File: config.mk
export PLATFORM = sky130hd
export DESIGN_NAME = split_bus_arbiter_flat
export DESIGN_NICKNAME = d
export VERILOG_FILES = /design/src/rtl/split_bus_arbiter_if.sv /design/src/rtl/split_bus_arbiter.sv /design/src/flat_wrapper.sv
export SDC_FILE = /design/constraint.sdc
export NUM_CORES = 1
export LEC_CHECK = 0
export ABC_AREA = 1
export BUFFER_PORTS_ARGS = -buffer_cell sky130_fd_sc_hd__buf_2
export CAP_MARGIN = 40
export CORE_MARGIN = 4
export CORE_UTILIZATION = 55
export DETAILED_ROUTE_END_ITERATION = 8
export PLACE_DENSITY = 0.87
export SLEW_MARGIN = 30
export SYNTH_ARGS = -nofsm -noshare
export SYNTH_HDL_FRONTEND = slang
export SYNTH_SLANG_ARGS = --single-unit
File: constraint.sdc
create_clock -name clk -period 4.1 [get_ports clk]
set_input_delay 0.41 -clock clk [delete_from_list [all_inputs] [get_ports clk]]
set_output_delay 0.41 -clock clk [all_outputs]
set_load 0.02 [all_outputs]
File: src/rtl/split_bus_arbiter_if.sv
// Bus-side signal bundle for the split bus arbiter: initiator requests,
// split-target handshake, grants, mux select and split status.
interface split_bus_arbiter_if;
  // Handshake: an initiator holds req_mx high for its whole transaction and owns
  // the bus only while grant_mx is high; the split target owns it while
  // split_grant is high and keeps split_req high until it is done.
  logic       req_m1;
  logic       req_m2;
  logic       split_req;
  logic       split_ack;
  logic       grant_m1;
  logic       grant_m2;
  logic       split_grant;
  logic [1:0] bus_sel;
  logic       split_pending;
  logic       split_owner;
  logic       split_timeout;

  modport slave (
    input  req_m1, req_m2, split_req, split_ack,
    output grant_m1, grant_m2, split_grant, bus_sel,
           split_pending, split_owner, split_timeout
  );

  modport master (
    output req_m1, req_m2, split_req, split_ack,
    input  grant_m1, grant_m2, split_grant, bus_sel,
           split_pending, split_owner, split_timeout
  );
endinterface

File: src/rtl/split_bus_arbiter.sv
// Two-initiator round-robin bus arbiter with one outstanding split transaction,
// a return path for the split target and an optional split abandonment timer.
module split_bus_arbiter #(
  parameter int unsigned SPLIT_TIMEOUT = 255
) (
  input  logic                clk,
  input  logic                rst_n,
  split_bus_arbiter_if.slave  bus,
  output logic [1:0]          dbg_state
);

  localparam int unsigned CW         = (SPLIT_TIMEOUT == 0) ? 1 : $clog2(SPLIT_TIMEOUT + 1);
  localparam int unsigned LIMIT      = (SPLIT_TIMEOUT == 0) ? 0 : SPLIT_TIMEOUT - 1;
  localparam bit          TIMEOUT_EN = (SPLIT_TIMEOUT != 0);

  // Encoding matches bus_sel so the select is a straight copy of the state.
  typedef enum logic [1:0] {
    IDLE      = 2'd0,
    GNT_M1    = 2'd1,
    GNT_M2    = 2'd2,
    GNT_SPLIT = 2'd3
  } state_t;

  state_t        state;
  state_t        state_nxt;
  logic          last;
  logic          pending;
  logic          owner;
  logic          timeout_pulse;
  logic          grant_m1_q;
  logic          grant_m2_q;
  logic          split_grant_q;
  logic [1:0]    bus_sel_q;
  logic [CW-1:0] cnt;

  logic          req1_ok;
  logic          req2_ok;
  logic          split_set;
  logic          split_done;
  logic          counting;
  logic          expire;

  always_comb begin
    req1_ok    = bus.req_m1 && !(pending && !owner);
    req2_ok    = bus.req_m2 && !(pending && owner);
    state_nxt  = state;
    unique case (state)
      IDLE: begin
        if (bus.split_req && pending)   state_nxt = GNT_SPLIT;
        else if (req1_ok && req2_ok)    state_nxt = last ? GNT_M1 : GNT_M2;
        else if (req1_ok)               state_nxt = GNT_M1;
        else if (req2_ok)               state_nxt = GNT_M2;
      end
      GNT_M1:    if (bus.split_ack || !bus.req_m1) state_nxt = IDLE;
      GNT_M2:    if (bus.split_ack || !bus.req_m2) state_nxt = IDLE;
      GNT_SPLIT: if (!bus.split_req)               state_nxt = IDLE;
    endcase
    split_set  = ((state == GNT_M1) || (state == GNT_M2)) && bus.split_ack;
    split_done = (state == GNT_SPLIT) && !bus.split_req;
    counting   = TIMEOUT_EN && pending && (state != GNT_SPLIT);
    // A split grant taken on the expiring edge beats the timeout.
    expire     = counting && (cnt == CW'(LIMIT)) && (state_nxt != GNT_SPLIT);
  end

  always_ff @(posedge clk or negedge rst_n) begin
    if (!rst_n) begin
      state         <= IDLE;
      last          <= 1'b1;
      pending       <= 1'b0;
      owner         <= 1'b0;
      timeout_pulse <= 1'b0;
      grant_m1_q    <= 1'b0;
      grant_m2_q    <= 1'b0;
      split_grant_q <= 1'b0;
      bus_sel_q     <= 2'b00;
      cnt           <= '0;
    end else begin
      state         <= state_nxt;
      grant_m1_q    <= (state_nxt == GNT_M1);
      grant_m2_q    <= (state_nxt == GNT_M2);
      split_grant_q <= (state_nxt == GNT_SPLIT);
      bus_sel_q     <= state_nxt;
      timeout_pulse <= expire;
      if (state_nxt == GNT_M1 && state != GNT_M1) last <= 1'b0;
      if (state_nxt == GNT_M2 && state != GNT_M2) last <= 1'b1;
      // A freshly recorded split replaces any older one and restarts the timer.
      if (split_set) begin
        pending <= 1'b1;
        owner   <= (state == GNT_M2);
        cnt     <= '0;
      end else if (split_done || expire) begin
        pending <= 1'b0;
        cnt     <= '0;
      end else if (counting) begin
        cnt     <= cnt + 1'b1;
      end
    end
  end

  assign bus.grant_m1      = grant_m1_q;
  assign bus.grant_m2      = grant_m2_q;
  assign bus.split_grant   = split_grant_q;
  assign bus.bus_sel       = bus_sel_q;
  assign bus.split_pending = pending;
  assign bus.split_owner   = owner;
  assign bus.split_timeout = timeout_pulse;
  assign dbg_state         = state;

endmodule

File: src/flat_wrapper.sv
// flat-port wrapper written by rule: the top's interface ports become plain ports
module split_bus_arbiter_flat 
#(
  parameter int unsigned SPLIT_TIMEOUT = 255
)
  (clk, rst_n, dbg_state, bus_req_m1, bus_req_m2, bus_split_req, bus_split_ack, bus_grant_m1, bus_grant_m2, bus_split_grant, bus_bus_sel, bus_split_pending, bus_split_owner, bus_split_timeout);
  split_bus_arbiter_if bus_i ();
  input  logic clk;
  input  logic rst_n;
  output logic [1:0] dbg_state;
  input wire logic [$bits(bus_i.req_m1)-1:0] bus_req_m1;
  input wire logic [$bits(bus_i.req_m2)-1:0] bus_req_m2;
  input wire logic [$bits(bus_i.split_req)-1:0] bus_split_req;
  input wire logic [$bits(bus_i.split_ack)-1:0] bus_split_ack;
  output wire logic [$bits(bus_i.grant_m1)-1:0] bus_grant_m1;
  output wire logic [$bits(bus_i.grant_m2)-1:0] bus_grant_m2;
  output wire logic [$bits(bus_i.split_grant)-1:0] bus_split_grant;
  output wire logic [$bits(bus_i.bus_sel)-1:0] bus_bus_sel;
  output wire logic [$bits(bus_i.split_pending)-1:0] bus_split_pending;
  output wire logic [$bits(bus_i.split_owner)-1:0] bus_split_owner;
  output wire logic [$bits(bus_i.split_timeout)-1:0] bus_split_timeout;
  assign bus_i.req_m1 = bus_req_m1;
  assign bus_i.req_m2 = bus_req_m2;
  assign bus_i.split_req = bus_split_req;
  assign bus_i.split_ack = bus_split_ack;
  assign bus_grant_m1 = bus_i.grant_m1;
  assign bus_grant_m2 = bus_i.grant_m2;
  assign bus_split_grant = bus_i.split_grant;
  assign bus_bus_sel = bus_i.bus_sel;
  assign bus_split_pending = bus_i.split_pending;
  assign bus_split_owner = bus_i.split_owner;
  assign bus_split_timeout = bus_i.split_timeout;
  split_bus_arbiter #(.SPLIT_TIMEOUT(SPLIT_TIMEOUT)) u_core (.clk(clk), .rst_n(rst_n), .bus(bus_i), .dbg_state(dbg_state));
endmodule
==> reports/results.ini, run 1 <==
[run_status]
status=finished, final reports clean

[placed_design]
dp_hpwl_mm=1.443
place.gp.congestion=0.8941
place_area_um2=1114
port_buffers=15

[layout]
fillers=160
drive_gt1_share_pct=29.32
layout_commonest_cell=nand2_1
postLayoutCellArea_um2=1141
nNetsFinal=146
final_cell_mix=21 x nand2_1, 18 x inv_1, 16 x dfrtp_1
n_antenna_cell=0
synthToLayoutAreaGrowth_pct=10.41

[global_routing]
grt_antenna_before_repair=0
grt_max_degree=18
grt_use_total_pct=16.64
overflow=0
grt_pass1_wl_mm=3.325
grt_pass1_vias=851

[logic_synthesis]
synth_warnings=0
synth-seq-area-share_pct=41.28
ys_types=25
ys_ff_latch=17
syn_area_per_cell_um2=8.833
synthesis.nets=129
synthCells=117
netlist_area_um2=1033

[critical_path]
crit_arrival_ns=2.03
cp_slowest_cell=dfrtp_1
worstSetupEndpointType=flop
worstSetupStartpointType=flop
reg2reg_slack_ns=2.25
worst_path_dominant_cell_family=simple AND/OR/NAND/NOR gates
path_cells=ha_1, or2_1, inv_6, nand2_4, nor3_4, o21ai_4, nand3_4, nor2_2
cp.buffers_inverters=1
worstSetupPathType=flop to flop
cp_max_fo=9
cp.required_ns=4.28
slowest_delay_ns=0.50

[drt]
avgRoutedWirePerCell_um=11.69
routed_wl_mm=1.847
vias=782
via_per_inst=4.949
ant_nets=0
drt_first_pass_iters=4
drc=0
drt_iter0_markers=10

[power]
power_density_nw_per_um2=702.6
p_leak_nw=0.6266
ir_drop_v=0.0004571

[floorplanning]
die_h_um=51.35
io_pins=16
dieArea_um2=2637
initial_core_util_pct=59.21
coreArea_um2=1745
die_w_um=51.35
row_count=15

[clocking]
clk_pin_slew_ns=0.10
cts_resized=0
cts_tree=built
cts_setup_buffers=0
cts_sinks=17
postCtsHoldBufs=0
htree_levels=1
numCtsBuffers=3
clk_path_buf_depth=2
clk_latency_ns=0.28
root_buffer=clkbuf_4

[timing]
fmax_mhz=540.8
setup-tns-final_ns=0
rsz0062_at_grt=no
slew_headroom_pct=75.36
setup_violations=0
period_minus_slack_ns=1.849
skew_ns=0.002228
hold_violations=0
post-route-period-util_pct=45.10
tightest_slew_ns=0.3695
maxSlewViolCount=0

[worst_hold_path]
min_path_type=input port to async pin

[flow_run]
drv_cap=0

through the flow:
step / total power [mW] / utilization, % / worst slack (ns) / std cells / hold slack [ns]
detailed placement: 0.7175 / 63.80 / 2.259 / 154 / 0.3474
CTS: 0.8078 / 65.38 / 2.236 / 158 / 0.03044
floorplan: 0.6369 / - / 2.332 / 117 / 0.1144
finish: 0.8017 / 65.38 / 2.251 / 158 / 0.02313
global route: 0.8811 / 65.38 / 2.133 / 158 / 0.03396
global placement: 0.7012 / 63.80 / 2.339 / 154 / 0.3444
worst paths after layout:
kind                                      from                  endpoint  cells after the start
max                        u_core.dbg_state[0]             u_core.cnt[5]                      8
min                                      rst_n             u_core.cnt[6]                      1
max reg2reg                u_core.dbg_state[0]             u_core.cnt[5]                      8
min reg2reg                        u_core.last               u_core.last                      2
max in group asynchronous                rst_n               u_core.last                      1
min in group clk                 bus_split_ack  u_core.bus.split_pending                      3
registers in the layout (all words and copies together), names as in the netlist:
register	cells
u_core.bus.grant_m1	1
u_core.bus.grant_m2	1
u_core.bus.split_grant	1
u_core.bus.split_owner	1
u_core.bus.split_pending	1
u_core.bus.split_timeout	1
u_core.cnt	8
u_core.dbg_state	2
u_core.last	1
area by class of cell:
| cell class | instances | area, µm² | share of cell area (%) |
|---|---|---|---|
| tap | 25 | 31.28 | 2.741 |
| clock inverter | 1 | 5.005 | 0.4386 |
| inverter | 21 | 83.83 | 7.347 |
| timing repair buffer | 15 | 75.07 | 6.579 |
| sequential | 17 | 426.7 | 37.39 |
| multi-input combinational | 76 | 496.7 | 43.53 |
| clock buffer | 3 | 22.52 | 1.974 |
metal layers:
layer / wire (µm) / part of all wire (%) / track usage [%] / up-vias
li1: - / - / - / 397
met1: 782 / 42 / 18.78 / 368
met2: 965 / 52 / 30.04 / 15
met3: 85 / 4.6 / 3.790 / 2
met4: 13 / 0.70 / 6.550 / 0
met5: 0 / 0 / 0 / -
worst register-to-register path, delay by kind of cell (launching register included):
family,cells,cell delay (ns)
AO/OA/AOI/OAI,1,0.10
adder cells (fa/ha/maj),1,0.29
buffers and inverters,1,0.11
flip-flops,1,0.50
AND/OR/NAND/NOR,5,0.74
logic make-up after synthesis:
group / Yosys count / synth area share, %
xor gates and xnor gates: 6 / 5.085
adders and majority gates: 6 / 7.264
DFF: 17 / 41.28
AOI/OAI and AO/OA: 9 / 5.811
buffers and inverters: 24 / 10.65
and+or+nand+nor: 55 / 29.90
Yosys cell counts (all sizes together):
| master | n | area share [%] |
|---|---|---|
| nand2 | 24 | 9.9 |
| inv | 21 | 8.1 |
| dfrtp | 16 | 39 |
| nor2 | 12 | 6.5 |
| nand3 | 10 | 6.1 |
| ha | 6 | 7.3 |
| nand4 | 6 | 3.6 |
| o21ai | 6 | 4.0 |
| xor2 | 4 | 3.4 |
| buf | 3 | 2.5 |
| a21oi | 2 | 0.97 |
| nor3 | 2 | 3.1 |
| xnor2 | 2 | 1.7 |
| a31o | 1 | 0.85 |
| dfstp | 1 | 2.5 |
| or2 | 1 | 0.61 |
power by group:
group	total, mW	leakage [nW]	internal (mW)	switching (mW)
logic	0.432	0.390	0.141	0.291
registers	0.281	0.219	0.223	0.0581
clock network	0.0879	0.0177	0.0362	0.0517
total	0.802	0.627	0.401	0.401
(Power assumes the default switching activity.)
==> run 2, diff against run 1 <==
Clock period 4.1 ns to 1.9 ns, I/O delays scaled along.
==> run 2 against run 1 <==
Clock skew increased by 0.0022 ns; sequential share of layout area fell by 1.0 points; highest routed layer unchanged; sequential power is 120% higher; via count rose by 5.9%.
==> reports/results.ini, run 2 (synthesized netlist as in run 1, its figures left out) <==
[placed_design]
port_buffers=15  ; unchanged
dp_hpwl_mm=1.520  ; was 1.443 mm
place.gp.congestion=0.8944  ; was 0.8941

[power]
power_density_nw_per_um2=1545  ; was 702.6 nW/µm²
p_leak_nw=0.6413  ; was 0.6266 nW
p_total_mw=1.823  ; was 0.8017 mW
ir_drop_v=0.0008724  ; was 0.0004571 V

[timing]
period_minus_slack_ns=1.730  ; was 1.849 ns
hold_violations=0  ; unchanged
maxSlewViolCount=0  ; unchanged
rsz0062_at_grt=no  ; unchanged
post-route-period-util_pct=91.07  ; was 45.10%
fmax_mhz=577.9  ; was 540.8 MHz
tightest_slew_ns=0.3908  ; was 0.3695 ns
setup_violations=0  ; unchanged
skew_ns=0.004404  ; was 0.002228 ns
setup-tns-final_ns=0  ; unchanged
slew_headroom_pct=73.95  ; was 75.36%

[drt]
avgRoutedWirePerCell_um=12.72  ; was 11.69 µm
ant_nets=0  ; unchanged
drc=0  ; unchanged
vias=828  ; was 782
routed_wl_mm=2.061  ; was 1.847 mm
drt_iter0_markers=11  ; was 10
via_per_inst=5.111  ; was 4.949
drt_first_pass_iters=4  ; unchanged

[floorplanning]
row_count=15  ; unchanged
dieArea_um2=2637  ; unchanged
die_w_um=51.35  ; unchanged
die_h_um=51.35  ; unchanged
initial_core_util_pct=59.21  ; unchanged
coreArea_um2=1745  ; unchanged
io_pins=16  ; unchanged

[critical_path]
cp_max_fo=8  ; was 9
worst_path_dominant_cell_family=simple AND/OR/NAND/NOR gates  ; unchanged
cpMostUsedCell=nand4_1
worstSetupEndpointType=flop  ; unchanged
cp.buffers_inverters=1  ; unchanged
worstSetupStartpointType=flop  ; unchanged
worstSetupPathType=flop to flop  ; unchanged
crit_arrival_ns=1.95  ; was 2.03 ns
slowest_delay_ns=0.48  ; was 0.50 ns
path_cells=inv_1, ha_1, nand4_1, nand4_1, nand2_2, o21ai_4, nand3_4, nor2_2  ; was ha_1, or2_1, inv_6, nand2_4, nor3_4, o21ai_4, nand3_4, nor2_2
cp_slowest_cell=dfrtp_2  ; was dfrtp_1
cp.required_ns=2.12  ; was 4.28 ns

[layout]
layout_commonest_cell=nand2_1  ; unchanged
n_antenna_cell=0  ; unchanged
nNetsFinal=150  ; was 146
final_cell_mix=20 x nand2_1, 18 x inv_1, 15 x buf_2  ; was 21 x nand2_1, 18 x inv_1, 16 x dfrtp_1
fillers=162  ; was 160
synthToLayoutAreaGrowth_pct=14.16  ; was 10.41%
largest_reg_flops=8  ; unchanged
largest_register=u_core.cnt  ; unchanged
drive_gt1_share_pct=32.85  ; was 29.32%

[flow_run]
drv_cap=0  ; unchanged

[clocking]
cts_sinks=17  ; unchanged
numCtsBuffers=3  ; unchanged
htree_levels=1  ; unchanged
clk_path_buf_depth=2  ; unchanged
clk_pin_slew_ns=0.10  ; about the same
root_buffer=clkbuf_4  ; unchanged
clk_latency_ns=0.29  ; was 0.28 ns
cts_tree=built  ; unchanged

[global_routing]
grt_antenna_before_repair=0  ; unchanged
grt_pass1_vias=858  ; was 851
grt_max_degree=18  ; unchanged
grt_use_total_pct=18.45  ; was 16.64%
overflow=0  ; unchanged
grt_pass1_wl_mm=3.657  ; was 3.325 mm

[run_status]
status=finished, final reports clean  ; unchanged

[worst_hold_path]
min_path_type=input port to flop  ; was input port to async pin

run 2: changes by cell type in the layout (fill, tap and decap cells not counted):
cell and change:
buf_4 +3, dfrtp_1 -2, dfrtp_2 +2, clkbuf_1 +1, clkinv_2 -1, dlygate4sd3_1 +1
nand2_1 -1, nand2_2 +1, or2_1 -1, or2_4 +1
run 2: path summary, 6_finish.rpt:
path	depth (start not counted)	slack, ns	endpoint	start
min in group asynchronous	2	0.35	u_core.cnt[1]	rst_n
worst min register to register	2	0.50	u_core.last	u_core.last
worst max-delay path	8	0.17	u_core.cnt[2]	u_core.dbg_state[1]
worst max register to register	8	0.17	u_core.cnt[2]	u_core.dbg_state[1]
worst min-delay path	3	0.25	u_core.bus.split_pending	bus_split_ack
max in group asynchronous	2	1.23	u_core.last	rst_n
run 2: final cells by class:
class,instances,area [µm²],area share (%)
multi-input cells,76,501.7,42.52
flip-flops and latches,17,429.2,36.37
repair buffers,19,107.6,9.120
inverters,21,83.83,7.105
well taps,25,31.28,2.651
clock buffers,4,26.28,2.227
run 2: power breakdown:
| group | total [mW] | internal [mW] | switching (mW) |
|---|---|---|---|
| sequential | 0.609 | 0.487 | 0.122 |
| clock | 0.196 | 0.0816 | 0.115 |
| combinational | 1.02 | 0.359 | 0.658 |
run 2: through the flow:
step           hold slack, ns  utilization (%)  instances  cell area [µm²]  setup slack (ns)
2_1_floorplan         -0.1056                -        117             1033            0.1325
3_3_place_gp           0.1244            63.80        154             1114            0.1393
3_5_place_dp           0.1329            63.80        154             1114           0.05040
4_1_cts                0.2462            65.88        159             1150           0.03493
5_1_grt                0.2784            67.60        162             1180           0.01172
6_report               0.2507            67.60        162             1180            0.1697
run 2: metal layers:
metal	GRT usage, %	part of all wire, %	wire length [µm]	vias up
met3	3.499	3.4	71	2
met5	0	0	0	-
met2	33.69	54	1120	17
li1	-	-	-	407
met1	21.25	42	860	402
met4	6.550	0.39	8	0
run 2: repair_timing:
action                                  CTS  global route
hold endpoints to repair                 16             0
gates resized for setup                   0             4
buffers inserted                          0             3
endpoints found under the setup margin    0             9
hold buffers                              1             0
run 2: worst register-to-register path, delay by kind of cell (launching register included):
kind                       cells  cell delay, ns
buffers and inverters          1            0.12
DFF                            1            0.48
AOI/OAI and AO/OA              1            0.21
and+or+nand+nor                5            0.66
adders and majority gates      1            0.20
==> run 3, diff against run 2 <==
Settings changed: ABC_AREA 1 to default, CORE_UTILIZATION 55 to 50, PLACE_DENSITY 0.87 to 0.81.
==> run 3 against run 2 <==
Synthesized cell count down 12%; core utilization down 2.7 points; critical path depth unchanged; total power down 3.5%; worst hold slack worse by 0.013 ns; synthesized area down 3.4%; die area up 5.3%; critical path type unchanged; final area down 0.85%.
==> reports/results.ini, run 3 <==
[run_status]
status=finished, final reports clean  ; unchanged

[timing]
tightest_slew_ns=0.3824  ; was 0.3908 ns
setup_violations=0  ; unchanged
fmax_mhz=551.9  ; was 577.9 MHz
skew_ns=0.009329  ; was 0.004404 ns
slew_headroom_pct=74.42  ; was 73.95%
maxSlewViolCount=0  ; unchanged
hold_violations=0  ; unchanged
period_minus_slack_ns=1.812  ; was 1.730 ns
post-route-period-util_pct=95.36  ; was 91.07%

[logic_synthesis]
synthTopCellsByCount=18 x nand2_1, 16 x dfrtp_1, 11 x a21oi_1, 8 x inv_1, 6 x ha_1  ; was 21 x nand2_1, 18 x inv_1, 16 x dfrtp_1, 9 x nand3_1, 9 x nor2_2
syn_area_per_cell_um2=9.694  ; was 8.833 µm²
yosysTopAreaCell=dfrtp_1  ; unchanged
netlist_area_um2=998.5  ; was 1033 µm²
synth_most_common_cell=nand2_1  ; unchanged
synth-edff-count=0  ; unchanged
ys_dominant_reg_cell=dfrtp_1  ; unchanged
synthesis.nets=115  ; was 129
synth-seq-area-share_pct=42.73  ; was 41.28%
netlist.area_leader.share_pct=40.10  ; was 38.74%
synth_warnings=0  ; unchanged
synthCells=103  ; was 117
synth_area_leaders=dfrtp_1 40%, ha_1 7.5%, nand2_1 6.8%, a21oi_1 5.5%, xnor2_1 4.4%  ; was dfrtp_1 39%, nand2_1 7.6%, ha_1 7.3%, inv_1 6.5%, nor2_2 5.4%
ys_types=37  ; was 25
async_flop_share_pct=100.0  ; unchanged
ys_ff_latch=17  ; unchanged

[power]
clkPwrFrac_pct=11.2  ; was 10.8%
seqPwrFrac_pct=34.5  ; was 33.4%
p_leak_nw=0.5862  ; was 0.6413 nW
p_int_mw=0.9669  ; was 0.9280 mW
ir_drop_v=0.001006  ; was 0.0008724 V
p_comb_share_pct=54.3  ; was 55.8%
power_switching_mw=0.7933  ; was 0.8954 mW
sw_frac_of_total_pct=45.07  ; was 49.10%
power_density_nw_per_um2=1505  ; was 1545 nW/µm²

[drt]
via_per_inst=5.453  ; was 5.111
drt_first_pass_iters=4  ; unchanged
drt_iter0_markers=16  ; was 11
avgRoutedWirePerCell_um=14.86  ; was 12.72 µm
vias=818  ; was 828
ant_nets=0  ; unchanged
routed_wl_mm=2.229  ; was 2.061 mm
drc=0  ; unchanged

[flow_run]
drv_cap=0  ; unchanged

[layout]
nNetsFinal=138  ; was 150
layout_commonest_cell=nand2_1  ; unchanged
final_cell_mix=18 x nand2_1, 15 x buf_2, 14 x dfrtp_1  ; was 20 x nand2_1, 18 x inv_1, 15 x buf_2
fin_cells=150  ; was 162
fillers=152  ; was 162
regArea_um2=429.2  ; unchanged
synthToLayoutAreaGrowth_pct=17.17  ; was 14.16%
multi_input_area_um2=526.8  ; was 501.7 µm²
largest_register=u_core.cnt  ; unchanged
drive_gt1_share_pct=30.40  ; was 32.85%
final_core_utilization_pct=64.93  ; was 67.60%
largest_reg_flops=8  ; unchanged
n_antenna_cell=0  ; unchanged

[clocking]
cts_tree=built  ; unchanged
root_buffer=clkbuf_4  ; unchanged
cts_sinks=17  ; unchanged
clk_path_buf_depth=2  ; unchanged
htree_levels=1  ; unchanged
clk_latency_ns=0.30  ; was 0.29 ns
numCtsBuffers=3  ; unchanged
clk_pin_slew_ns=0.11  ; was 0.10 ns

[critical_path]
worstSetupPathType=flop to flop  ; unchanged
worstSetupStartpointType=flop  ; unchanged
r2r-start=u_core.dbg_state[0]  ; was u_core.dbg_state[1]
worstSetupEndpointType=flop  ; unchanged
crit_arrival_ns=2.03  ; was 1.95 ns
cp_max_fo=10  ; was 8
cp-startpoint=u_core.dbg_state[0]  ; was u_core.dbg_state[1]
cp.required_ns=2.12  ; about the same

[global_routing]
grt_use_total_pct=18.20  ; was 18.45%
grt_antenna_before_repair=0  ; unchanged
grt_pass1_wl_mm=3.691  ; was 3.657 mm
grt_max_degree=18  ; unchanged
grt_pass1_vias=831  ; was 858
overflow=0  ; unchanged

[placed_design]
place.gp.congestion=0.8667  ; was 0.8944
port_buffers=15  ; unchanged
dp.cells=142  ; was 154
dp_hpwl_mm=1.605  ; was 1.520 mm

[worst_hold_path]
min_path_type=input port to flop  ; unchanged
hp-start=bus_split_ack  ; unchanged

[floorplanning]
die_h_um=52.69  ; was 51.35 µm
io_pins=16  ; unchanged
initial_core_util_pct=55.42  ; was 59.21%
dieArea_um2=2776  ; was 2637 µm²
row_count=15  ; unchanged
coreArea_um2=1802  ; was 1745 µm²
die_w_um=52.69  ; was 51.35 µm

## run 3: power by group through the flow
| stage | logic [mW] | clock network, mW | registers, mW |
|---|---|---|---|
| after floorplan | 0.588 | 0 | 0.653 |
| after global placement | 0.843 | 0 | 0.597 |
| after detailed placement | 0.868 | 0 | 0.606 |
| after CTS | 0.878 | 0.201 | 0.601 |
| final | 0.956 | 0.198 | 0.607 |
| after global routing | 1.06 | 0.217 | 0.621 |
## run 3: stage by stage
stage	TNS [ns]	area (µm²)	hold slack, ns	power (mW)	worst slack (ns)
floorplan	0	998.5	-0.1056	1.242	0.1082
global placement	0	1094	0.1158	1.440	0.1653
detailed placement	0	1094	0.1297	1.474	0.03856
CTS	0	1131	0.2301	1.680	0.01849
global route	-0.06690	1170	0.2599	1.894	-0.02200
finish	0	1170	0.2382	1.760	0.08812
## run 3: cell type report
class	count	area share, %
inverters	8	2.781
repair buffers	21	10.48
flip-flops and latches	17	36.68
clock buffers	3	1.925
multi-input cells	75	45.03
well taps	25	2.674
clock inverters	1	0.4278
## run 3: kinds of logic after synthesis
group	after synthesis	synth area share (%)
AO/OA/AOI/OAI	26	16.54
XOR/XNOR	7	6.140
adder cells (fa/ha/maj)	6	7.519
buffers and inverters	11	5.639
flip-flops	17	42.73
multiplexers	1	1.128
AND/OR/NAND/NOR	35	20.30
## run 3: per-layer routing
layer	wire (µm)	vias to the layer above	global-route usage, %
met4	53	0	9.362
li1	-	401	-
met3	59	8	1.709
met1	974	389	22.97
met5	0	-	0
met2	1141	20	30.58
## run 3: repair_timing
| action | 4_1_cts | 5_1_grt |
|---|---|---|
| buffers inserted | 0 | 3 |
| resized for setup | 0 | 9 |
| hold buffers | 1 | 0 |
| setup endpoints to repair | 0 | 14 |
| endpoints found under the hold margin | 16 | 0 |
## run 3: worst paths after layout
kind	end	slack, ns	depth (start not counted)
min in group asynchronous	u_core.cnt[7]	0.33	2
max	u_core.cnt[5]	0.09	8
min	u_core.bus.split_pending	0.24	3
min reg2reg	u_core.last	0.52	2
max reg2reg	u_core.cnt[5]	0.09	8
max in group asynchronous	u_core.last	1.25	2
## run 3: critical path, stage by stage, from the launching register on
cell       delay [ns]
dfrtp_2          0.45
inv_2            0.09
ha_2             0.21
a22oi_1          0.09
o21ai_1          0.20
nor3b_4          0.29
o2bb2ai_2        0.08
buf_4            0.17
a21oi_1          0.16
